**config.mk**
```make
export PLATFORM = sky130hd
export DESIGN_NAME = t06_lcd_text_buffer
export DESIGN_NICKNAME = d
export VERILOG_FILES = /design/src/rtl/t06_lcd_pkg.sv /design/src/rtl/t06_bin2bcd16.sv /design/src/rtl/t06_lcd_text_buffer.sv
export SDC_FILE = /design/constraint.sdc
export NUM_CORES = 1
export LEC_CHECK = 0
export BUFFER_PORTS_ARGS = -buffer_cell sky130_fd_sc_hd__buf_4
export CAP_MARGIN = 20
export CORE_UTILIZATION = 50
export CTS_CLUSTER_SIZE = 24
export DETAILED_ROUTE_END_ITERATION = 8
export PLACE_DENSITY = 0.73
export SLEW_MARGIN = 10
export SYNTH_ARGS = -nofsm -noshare
export SYNTH_HDL_FRONTEND = slang
export SYNTH_SLANG_ARGS = --single-unit
```
**constraint.sdc**
```tcl
create_clock -name clk -period 6 [get_ports clk]
set_input_delay 0.6 -clock clk [delete_from_list [all_inputs] [get_ports clk]]
set_output_delay 0.6 -clock clk [all_outputs]
set_load 0.05 [all_outputs]
```
**src/rtl/t06_lcd_pkg.sv**
```systemverilog
// Shared definitions for the 16x2 character-LCD text path: command and state
// encodings, character constants and row geometry.
package t06_lcd_pkg;

    localparam int ROWS       = 2;
    localparam int COLS       = 16;
    localparam int CHAR_W     = 8;
    localparam int ROW_W      = COLS * CHAR_W;
    localparam int COL_W      = 4;
    localparam int BIN_W      = 16;
    localparam int NUM_DIGITS = 5;
    localparam int BCD_W      = NUM_DIGITS * 4;

    localparam logic [CHAR_W-1:0] BLANK_CHAR = 8'h20;
    localparam logic [CHAR_W-1:0] ASCII_ZERO = 8'h30;

    typedef enum logic [1:0] {
        OP_WRITE_CHAR = 2'd0,
        OP_WRITE_NUM  = 2'd1,
        OP_CLEAR_ROW  = 2'd2,
        OP_CLEAR_ALL  = 2'd3
    } cmd_op_e;

    typedef enum logic [1:0] {
        ST_IDLE = 2'd0,
        ST_CONV = 2'd1,
        ST_EMIT = 2'd2
    } state_e;

    // Column 0 is the most significant byte, matching the driver's row layout.
    typedef logic [0:COLS-1][CHAR_W-1:0] row_t;

    function automatic logic [3:0] add3(input logic [3:0] nib);
        return (nib >= 4'd5) ? nib + 4'd3 : nib;
    endfunction

endpackage

```
**src/rtl/t06_bin2bcd16.sv**
```systemverilog
// Sequential double-dabble converter: 16-bit binary to 5 BCD digits, one shift
// per cycle, 16 cycles from start to done.
module t06_bin2bcd16
    import t06_lcd_pkg::*;
(
    input  logic             clk,
    input  logic             rst,
    input  logic             start,
    input  logic [BIN_W-1:0] bin,
    output logic [BCD_W-1:0] bcd,
    output logic             done
);

    logic [BIN_W-1:0]       bin_q;
    logic [3:0]             step_q;
    logic                   running_q;
    logic [BCD_W-1:0]       bcd_adj;
    logic [BCD_W+BIN_W-1:0] shifted;

    always_comb begin
        bcd_adj = '0;
        for (int i = 0; i < NUM_DIGITS; i++) begin
            bcd_adj[4*i +: 4] = add3(bcd[4*i +: 4]);
        end
        shifted = {bcd_adj, bin_q} << 1;
    end

    // done stays high after the last shift until the next start.
    always_ff @(posedge clk or negedge rst) begin
        if (!rst) begin
            bin_q     <= '0;
            bcd       <= '0;
            step_q    <= '0;
            running_q <= 1'b0;
            done      <= 1'b0;
        end else if (start) begin
            bin_q     <= bin;
            bcd       <= '0;
            step_q    <= '0;
            running_q <= 1'b1;
            done      <= 1'b0;
        end else if (running_q) begin
            bcd    <= shifted[BCD_W+BIN_W-1:BIN_W];
            bin_q  <= shifted[BIN_W-1:0];
            step_q <= step_q + 4'd1;
            if (step_q == 4'd15) begin
                running_q <= 1'b0;
                done      <= 1'b1;
            end
        end
    end

endmodule

```
**src/rtl/t06_lcd_text_buffer.sv**
```systemverilog
// Two-row character frame buffer with a command port for character writes,
// row/screen clears and right-aligned 5-digit decimal printing.
module t06_lcd_text_buffer
    import t06_lcd_pkg::*;
#(
    parameter logic [CHAR_W-1:0] BLANK    = BLANK_CHAR,
    parameter bit                ZERO_PAD = 1'b0
)(
    input  logic             clk,
    input  logic             rst,
    input  logic             cmd_valid,
    output logic             cmd_ready,
    input  logic [1:0]       cmd_op,
    input  logic             cmd_row,
    input  logic [COL_W-1:0] cmd_col,
    input  logic [15:0]      cmd_data,
    output logic             busy,
    output logic [ROW_W-1:0] row_1,
    output logic [ROW_W-1:0] row_2
);

    // Handshake: a command transfers on a rising edge where cmd_valid && cmd_ready;
    // the caller holds cmd_valid and all cmd_* fields stable until then.

    state_e             state;
    row_t               rows_q [ROWS];
    logic               row_q;
    logic [COL_W-1:0]   col_q;
    logic [3:0]         conv_cnt;
    logic [2:0]         emit_cnt;
    logic               seen_nz;

    cmd_op_e            op;
    logic               accept;
    logic               conv_start;
    logic               conv_done;
    logic [BCD_W-1:0]   conv_bcd;
    logic [3:0]         emit_nib;
    logic [COL_W:0]     emit_col;
    logic [CHAR_W-1:0]  emit_char;
    logic [CHAR_W-1:0]  pad_char;

    assign op         = cmd_op_e'(cmd_op);
    assign cmd_ready  = (state == ST_IDLE);
    assign busy       = !cmd_ready;
    assign accept     = cmd_valid && cmd_ready;
    assign conv_start = accept && (op == OP_WRITE_NUM);
    assign row_1      = rows_q[0];
    assign row_2      = rows_q[1];

    t06_bin2bcd16 u_bin2bcd (
        .clk   (clk),
        .rst   (rst),
        .start (conv_start),
        .bin   (cmd_data),
        .bcd   (conv_bcd),
        .done  (conv_done)
    );

    always_comb begin
        case (emit_cnt)
            3'd0:    emit_nib = conv_bcd[19:16];
            3'd1:    emit_nib = conv_bcd[15:12];
            3'd2:    emit_nib = conv_bcd[11:8];
            3'd3:    emit_nib = conv_bcd[7:4];
            default: emit_nib = conv_bcd[3:0];
        endcase
        pad_char = ZERO_PAD ? ASCII_ZERO : BLANK;
        emit_col = {1'b0, col_q} + {2'b00, emit_cnt};
        // Units digit always prints so that zero shows as "    0".
        if (emit_nib == 4'd0 && !seen_nz && emit_cnt != 3'd4) begin
            emit_char = pad_char;
        end else begin
            emit_char = ASCII_ZERO + {4'd0, emit_nib};
        end
    end

    always_ff @(posedge clk or negedge rst) begin
        if (!rst) begin
            state    <= ST_IDLE;
            row_q    <= 1'b0;
            col_q    <= '0;
            conv_cnt <= '0;
            emit_cnt <= '0;
            seen_nz  <= 1'b0;
            for (int r = 0; r < ROWS; r++) begin
                rows_q[r] <= {COLS{BLANK}};
            end
        end else begin
            case (state)
                ST_IDLE: begin
                    if (accept) begin
                        case (op)
                            OP_WRITE_CHAR: rows_q[cmd_row][cmd_col] <= cmd_data[7:0];
                            OP_WRITE_NUM: begin
                                row_q    <= cmd_row;
                                col_q    <= cmd_col;
                                conv_cnt <= '0;
                                emit_cnt <= '0;
                                seen_nz  <= 1'b0;
                                state    <= ST_CONV;
                            end
                            OP_CLEAR_ROW:  rows_q[cmd_row] <= {COLS{BLANK}};
                            default: begin
                                rows_q[0] <= {COLS{BLANK}};
                                rows_q[1] <= {COLS{BLANK}};
                            end
                        endcase
                    end
                end
                ST_CONV: begin
                    conv_cnt <= conv_cnt + 4'd1;
                    if (conv_cnt == 4'd15) begin
                        state <= ST_EMIT;
                    end
                end
                ST_EMIT: begin
                    // Digits past column 15 are clocked through but not written.
                    if (conv_done && !emit_col[COL_W]) begin
                        rows_q[row_q][emit_col[COL_W-1:0]] <= emit_char;
                    end
                    if (emit_nib != 4'd0) begin
                        seen_nz <= 1'b1;
                    end
                    emit_cnt <= emit_cnt + 3'd1;
                    if (emit_cnt == 3'd4) begin
                        emit_cnt <= '0;
                        state    <= ST_IDLE;
                    end
                end
                default: state <= ST_IDLE;
            endcase
        end
    end

endmodule

```
=== Word level (Yosys, flattened, before mapping) ===
Cells that the tools add are included.

* Input port bits: 26
* Flip-flop bits (word level): 313
* Output and inout port bits: 258
* Logic and storage cells: 170

* Bitwise operators: 7
* Equality and inequality tests: 18
* Magnitude comparators: 13
* Mux-type cells: 51
* Reductions and logical operators: 28
* Add/sub/neg operators: 10

{| class="wikitable"
|+ Operators by type and width
! operator !! number
|-
| 256-bit one-hot mux with 3 select lines || 1
|-
| 256-bit bitwise mux || 2
|-
| 256-bit 2-to-1 mux || 2
|-
| 256-bit one-hot mux with 2 select lines || 1
|-
| 128-bit demux with 1-bit select || 3
|-
| 128-bit 2-to-1 mux || 3
|-
| 224-bit bitwise AND || 1
|-
| 224-bit inverter || 1
|-
| 8-bit demux with 4-bit select || 2
|-
| 20-bit 2-to-1 mux || 2
|-
| 16-bit 2-to-1 mux || 2
|-
| 4-bit 2-to-1 mux || 8
|-
| 32-bit OR || 1
|-
| 4-bit by 3-bit >= comparator with 1-bit output (second input constant) || 5
|-
| 4-bit by 2-bit adder with 4-bit output (second input constant) || 4
|-
| 8-bit 2-to-1 mux || 2
|-
| 4-bit one-hot mux with 4 select lines || 1
|-
| 3-bit 2-to-1 mux || 4
|-
| 4-bit AND reduction || 3
|-
| 5-bit >= comparator (second input constant) || 2
|-
| 5-bit by 1-bit less-than comparator with 1-bit output (second input constant) || 2
|-
| 2-bit != test (second input constant) || 5
|-
| 4-bit inverter with 5-bit output || 2
|-
| 1-bit logical AND || 9
|-
| other kinds (31) || 59
|}

=== Longest topological paths before layout ===
* Word-level depth: 11
* Depth in mapped cells: 12

=== Hierarchy ===
A second synthesis with hierarchy kept.

* Cell total of the unflattened synthesis: 1,866
* Area, all modules: 17,414.2 µm²

{| class="wikitable"
|+ Modules (own cells, without submodules)
! module !! sequential area each (µm²) !! area an instance (µm²) !! instances !! cells each
|-
| t06_lcd_text_buffer || 6,821.5 || 15,120.8 || 1 || 1,637
|-
| t06_bin2bcd16 || 1,051.0 || 2,293.4 || 1 || 229
|}

=== Worst setup path after synthesis ===
Ideal clock, no wire load.

* Path kind: register to register
* From: register emit_cnt[0]
* To: register rows_q, in the netlist row_1[97]
* Clock period less this slack: 2.812 ns
* Cell stages (with the launch flop): 11
* Required time: 5.874 ns
* Buffers on the path: 3
* Slack: 3.188 ns
* Arrival: 2.686 ns
* Library setup time: 0.126 ns
* Cell sequence: dfrtp_1 ha_1 fa_1 and2_1 buf_2 a21oi_2 a2bb2oi_4 buf_4 buf_2 nor2_1 a221o_1

* Word-level cells in the longest chain between the ends: 11

{| class="wikitable"
|+ RTL lines
! element !! RTL line !! text
|-
| from (decl) || t06_lcd_text_buffer.sv:30 || <nowiki>logic [2:0] emit_cnt;</nowiki>
|-
| from (signal assigned) || t06_lcd_text_buffer.sv:125 || <nowiki>emit_cnt <= emit_cnt + 3'd1;</nowiki>
|-
| 4-bit by 3-bit adder with 5-bit output || t06_lcd_text_buffer.sv:69 || <nowiki>emit_col = {1'b0, col_q} + {2'b00, emit_cnt};</nowiki>
|-
| 4-bit inverter with 5-bit output (not written as such) || t06_lcd_text_buffer.sv:120 || <nowiki>rows_q[row_q][emit_col[COL_W-1:0]] <= emit_char;</nowiki>
|-
| 5-bit >= comparator (not written as such) / 5-bit by 1-bit less-than comparator with 1-bit output (equally long branches) || t06_lcd_text_buffer.sv:120 ||
|-
| 1-bit logical AND (not written as such) || t06_lcd_text_buffer.sv:120 ||
|-
| 8-bit 2-to-1 mux (not written as such) || t06_lcd_text_buffer.sv:120 ||
|-
| 8-bit demux with 4-bit select || t06_lcd_text_buffer.sv:120 ||
|-
| 128-bit 2-to-1 mux (not written as such) || t06_lcd_text_buffer.sv:120 ||
|-
| 128-bit demux with 1-bit select || t06_lcd_text_buffer.sv:120 ||
|-
| 256-bit bitwise mux || t06_lcd_text_buffer.sv:120 ||
|-
| 256-bit 2-to-1 mux || t06_lcd_text_buffer.sv:119 || <nowiki>if (conv_done && !emit_col[COL_W]) begin</nowiki>
|-
| 256-bit one-hot mux with 2 select lines || t06_lcd_text_buffer.sv:90 || <nowiki>case (state)</nowiki>
|-
| to (signal, indexed assignment) || t06_lcd_text_buffer.sv:87 || <nowiki>rows_q[r] <= {COLS{BLANK}};</nowiki>
|-
| to (signal, indexed assignment) || t06_lcd_text_buffer.sv:94 || <nowiki>OP_WRITE_CHAR: rows_q[cmd_row][cmd_col] <= cmd_data[7:0];</nowiki>
|-
| to (signal, indexed assignment) || t06_lcd_text_buffer.sv:120 ||
|-
| to (decl) || t06_lcd_text_buffer.sv:26 || <nowiki>row_t rows_q [ROWS];</nowiki>
|}

Parallel ways exist; a longest one is shown, timed or not. The select of a mux whose other input is x is not followed.
A chain may end at the register's enable or synchronous reset.

=== Worst setup path in the final report ===
* From: register emit_cnt[2]
* To: register rows_q, in the netlist row_2[8]

The elaborated chain is that of the path after synthesis.

==> results.tsv <==
stage	metric	value	unit
yosys	synthesized cell area	15300	µm²
worst_setup_path	CP Launch Type	flop	
global_route	met1 Usage GRT	51.7	%
yosys	Synth Flop Type	dfrtp_1	
global_route	met3 global-route usage	9.15	%
die	IO Count	284	
worst_setup_path	critical path arrival	4.29	ns
clocking	TritonCTS Buffers	35	
timing	Setup TNS	0	ns
clocking	CTS root buf	clkbuf_16	
yosys	Synthesis Warnings	0	
placed_design	RePlAce Congestion	1.03	
placed_design	Placed Instances	2119	
cells_and_area	Final nets	1818	
drt	antenna viol nets, final	0	
status	status	complete, no violations	
die	area of the core	29900	µm²
cells_and_area	commonest non-fill, non-tap cell in the layout	buf_4	
timing	final worst path period need	3.91	ns
drt	Remaining DRCs	0	
timing	Final Slew Violations	0	
power_and_ir_drop	PwrDens	399	nW/µm²
cells_and_area	layout cells sized above 1	24.7	%
flow_run	max cap viols	0	
clocking	Post-CTS Setup Bufs	0	
placed_design	HPWL Detailed	42600	µm
die	Die H	177	µm
yosys	syn avg cell area	10.1	µm²
drt	Detailed Route WL	58800	µm
worst_setup_path	R2R Path Start	emit_cnt[2]	
clocking	post_cts resized	0	
drt	drt first pass iters	8	
timing	Tcrit/Tclk final	65.1	%
worst_setup_path	flop2flop setup slack	2.09	ns
worst_setup_path	required time worst endpoint	6.38	ns
global_route	Total GRT Usage	37.2	%
yosys	Post-Synthesis Net Count	1558	
yosys	fraction of registers with async set/reset	100	%
timing	RSZ-0062 raised after global routing	false	
power_and_ir_drop	Leak	0.00892	µW
yosys	post-synthesis sequential area ratio	51.4	%
clocking	H-tree Lvls	2	
yosys	area leader, netlist	dfrtp_1	
global_route	largest net degree at the start of global routing	119	
yosys	top-area cell type share of the netlist area	45.9	%
worst_setup_path	crit path kind	flop to flop	
power_and_ir_drop	worst vdd ir	263	µV
worst_setup_path	RR Endpoint	row_2[8]	
cells_and_area	commonest cells after routing, fill and taps aside	buf_4 (297), dfrtp_1 (280), nand2_1 (205), a22o_1 (132), nor2_1 (97)	
yosys	synthesized instance count	1511	
drt	wire per inst	26.9	µm
power_and_ir_drop	Int Pwr	4590	µW
die	Initial Utilization	51.3	%
power_and_ir_drop	Switch Pwr	3000	µW
clocking	Skew-Pair Late Insertion Delay	0.52	ns
die	die width	177	µm
power_and_ir_drop	clock network power share	30.3	%
die	Rows	63	
yosys	EDFF count, synth	0	
cells_and_area	area grow syn2layout	24.2	%
yosys	library cells used by synthesis	80	
worst_setup_path	Reg2Reg Depth	8	
timing	Rel. slew slack	19.3	%
cells_and_area	non-filler cells, final	2186	
power_and_ir_drop	sequential power share	35.8	%
yosys	flop and latch count out of synthesis	313	
global_route	number of global-route vias before repair	13800	
placed_design	number of I/O port buffers	283	
cells_and_area	Antenna diodes	0	
drt	vias per cell	6.74	
timing	final setup vio count	0	
worst_hold_path	Hold Path Class	input port to async pin	
worst_setup_path	worst-path maximum fanout	17	
global_route	initial antenna violation count	0	
worst_setup_path	Setup crit end kind	flop	
clocking	CTS tree	built	
timing	Tightest Pin Transition	1.21	ns
global_route	first-pass GRT wire length	86400	µm
timing	Final Hold Viols	0	
timing	clock skew	0.0255	ns
global_route	overflow left after global routing	0	
global_route	busiest layer in global routing	met2	
clocking	clk sinks	313	
clocking	Max clock buf depth	3	
power_and_ir_drop	Comb pwr share	33.9	%
clocking	hold_buf cts	0	
yosys	synth top area cells	dfrtp_1 (46%), a22o_1 (7.5%), dfstp_2 (5.5%)	
timing	achievable frequency	0.256	GHz
power_and_ir_drop	sw frac	39.6	%
global_route	met2 Track Usage GR	53.5	%
clocking	Worst-path clk slew	0.06	ns
drt	via count	14700	
drt	initial detailed-routing violation count	1893	
die	die area	31400	µm²
[cells in the mapped netlist (29+ instances only)]
cell      count
dfrtp_1     281
nand2_1     205
a22o_1      132
nor2_1       97
o22ai_1      78
o21ai_0      73
inv_1        47
a21oi_1      45
clkbuf_1     41
a22oi_1      34
nand3_1      33
dfstp_2      32
buf_2        29
nor3_1       29
[metal layers]
| layer | up-vias | routed length [µm] | share of wire, % |
|---|---|---|---|
| met5 | - | 0 | 0 |
| met4 | 0 | 3240 | 5.5 |
| met3 | 229 | 7280 | 12 |
| met2 | 1137 | 25400 | 43 |
| met1 | 7115 | 22900 | 39 |
| li1 | 6252 | - | - |
[cell type report]
cell class | instances | area [µm²]
Fill cell | 2428 | 10800
Sequential cell | 313 | 7870
Multi-Input combinational cell | 1070 | 6930
Timing Repair Buffer | 304 | 2340
Clock buffer | 46 | 987
Tap cell | 390 | 488
Clock inverter | 16 | 236
Inverter | 47 | 176
[power by group through the flow]
stage / Clock, µW / Combinational, µW / Sequential, µW
floorplan: 0 / 1410 / 2980
global route: 2400 / 2720 / 2750
global placement: 0 / 2390 / 2770
finish: 2300 / 2570 / 2720
detailed placement: 0 / 2450 / 2780
CTS: 2310 / 2460 / 2740
[worst max-delay path by stage]
stage	slack [ns]	startpoint	endpoint
detailed placement	2.29	emit_cnt[2]	row_2[11]
finish	2.09	emit_cnt[2]	row_2[8]
CTS	2.25	emit_cnt[2]	row_2[8]
floorplan	3.19	emit_cnt[0]	row_1[97]
global placement	2.36	cmd_op[1]	row_1[49]
global route	1.88	emit_cnt[2]	row_2[8]
[critical path: stages, from the launching register on]
cell and delay [ns]:
dfrtp_1 0.61, inv_1 0.17, ha_1 0.28, a222oi_1 0.38
mux2i_1 0.20, nor4b_2 0.56, and2_1 0.97, nor3_1 0.27
a221o_1 0.36
[flip-flops by register name (all words and copies together), names as in the netlist, 3 cells and up]
name	count
row_1	128
emit_cnt	3
u_bin2bcd.step_q	4
u_bin2bcd.bcd	20
row_2	128
col_q	4
u_bin2bcd.bin_q	16
conv_cnt	4
[per-stage QoR]
step	power (µW)	cell area (µm²)	hold WS (ns)	setup slack, ns	util (%)
final	7590	19000	0.0761	2.09	63.7
after global routing	7860	19000	0.144	1.88	63.7
after CTS	7510	19000	0.129	2.25	63.5
after detailed placement	5220	17700	0.459	2.29	59.4
after global placement	5160	17700	0.459	2.36	59.3
after floorplan	4390	15300	0.304	3.19	-
[cell families after synthesis]
| family | synth area share [%] |
|---|---|
| xor gates and xnor gates | 0.514 |
| DFF | 51.4 |
| muxes | 1.71 |
| and+or+nand+nor | 13.5 |
| AOI/OAI and AO/OA | 27.7 |
| adders and majority gates | 1.76 |
| buffers and inverters | 3.53 |
(Power assumes the default switching activity.)
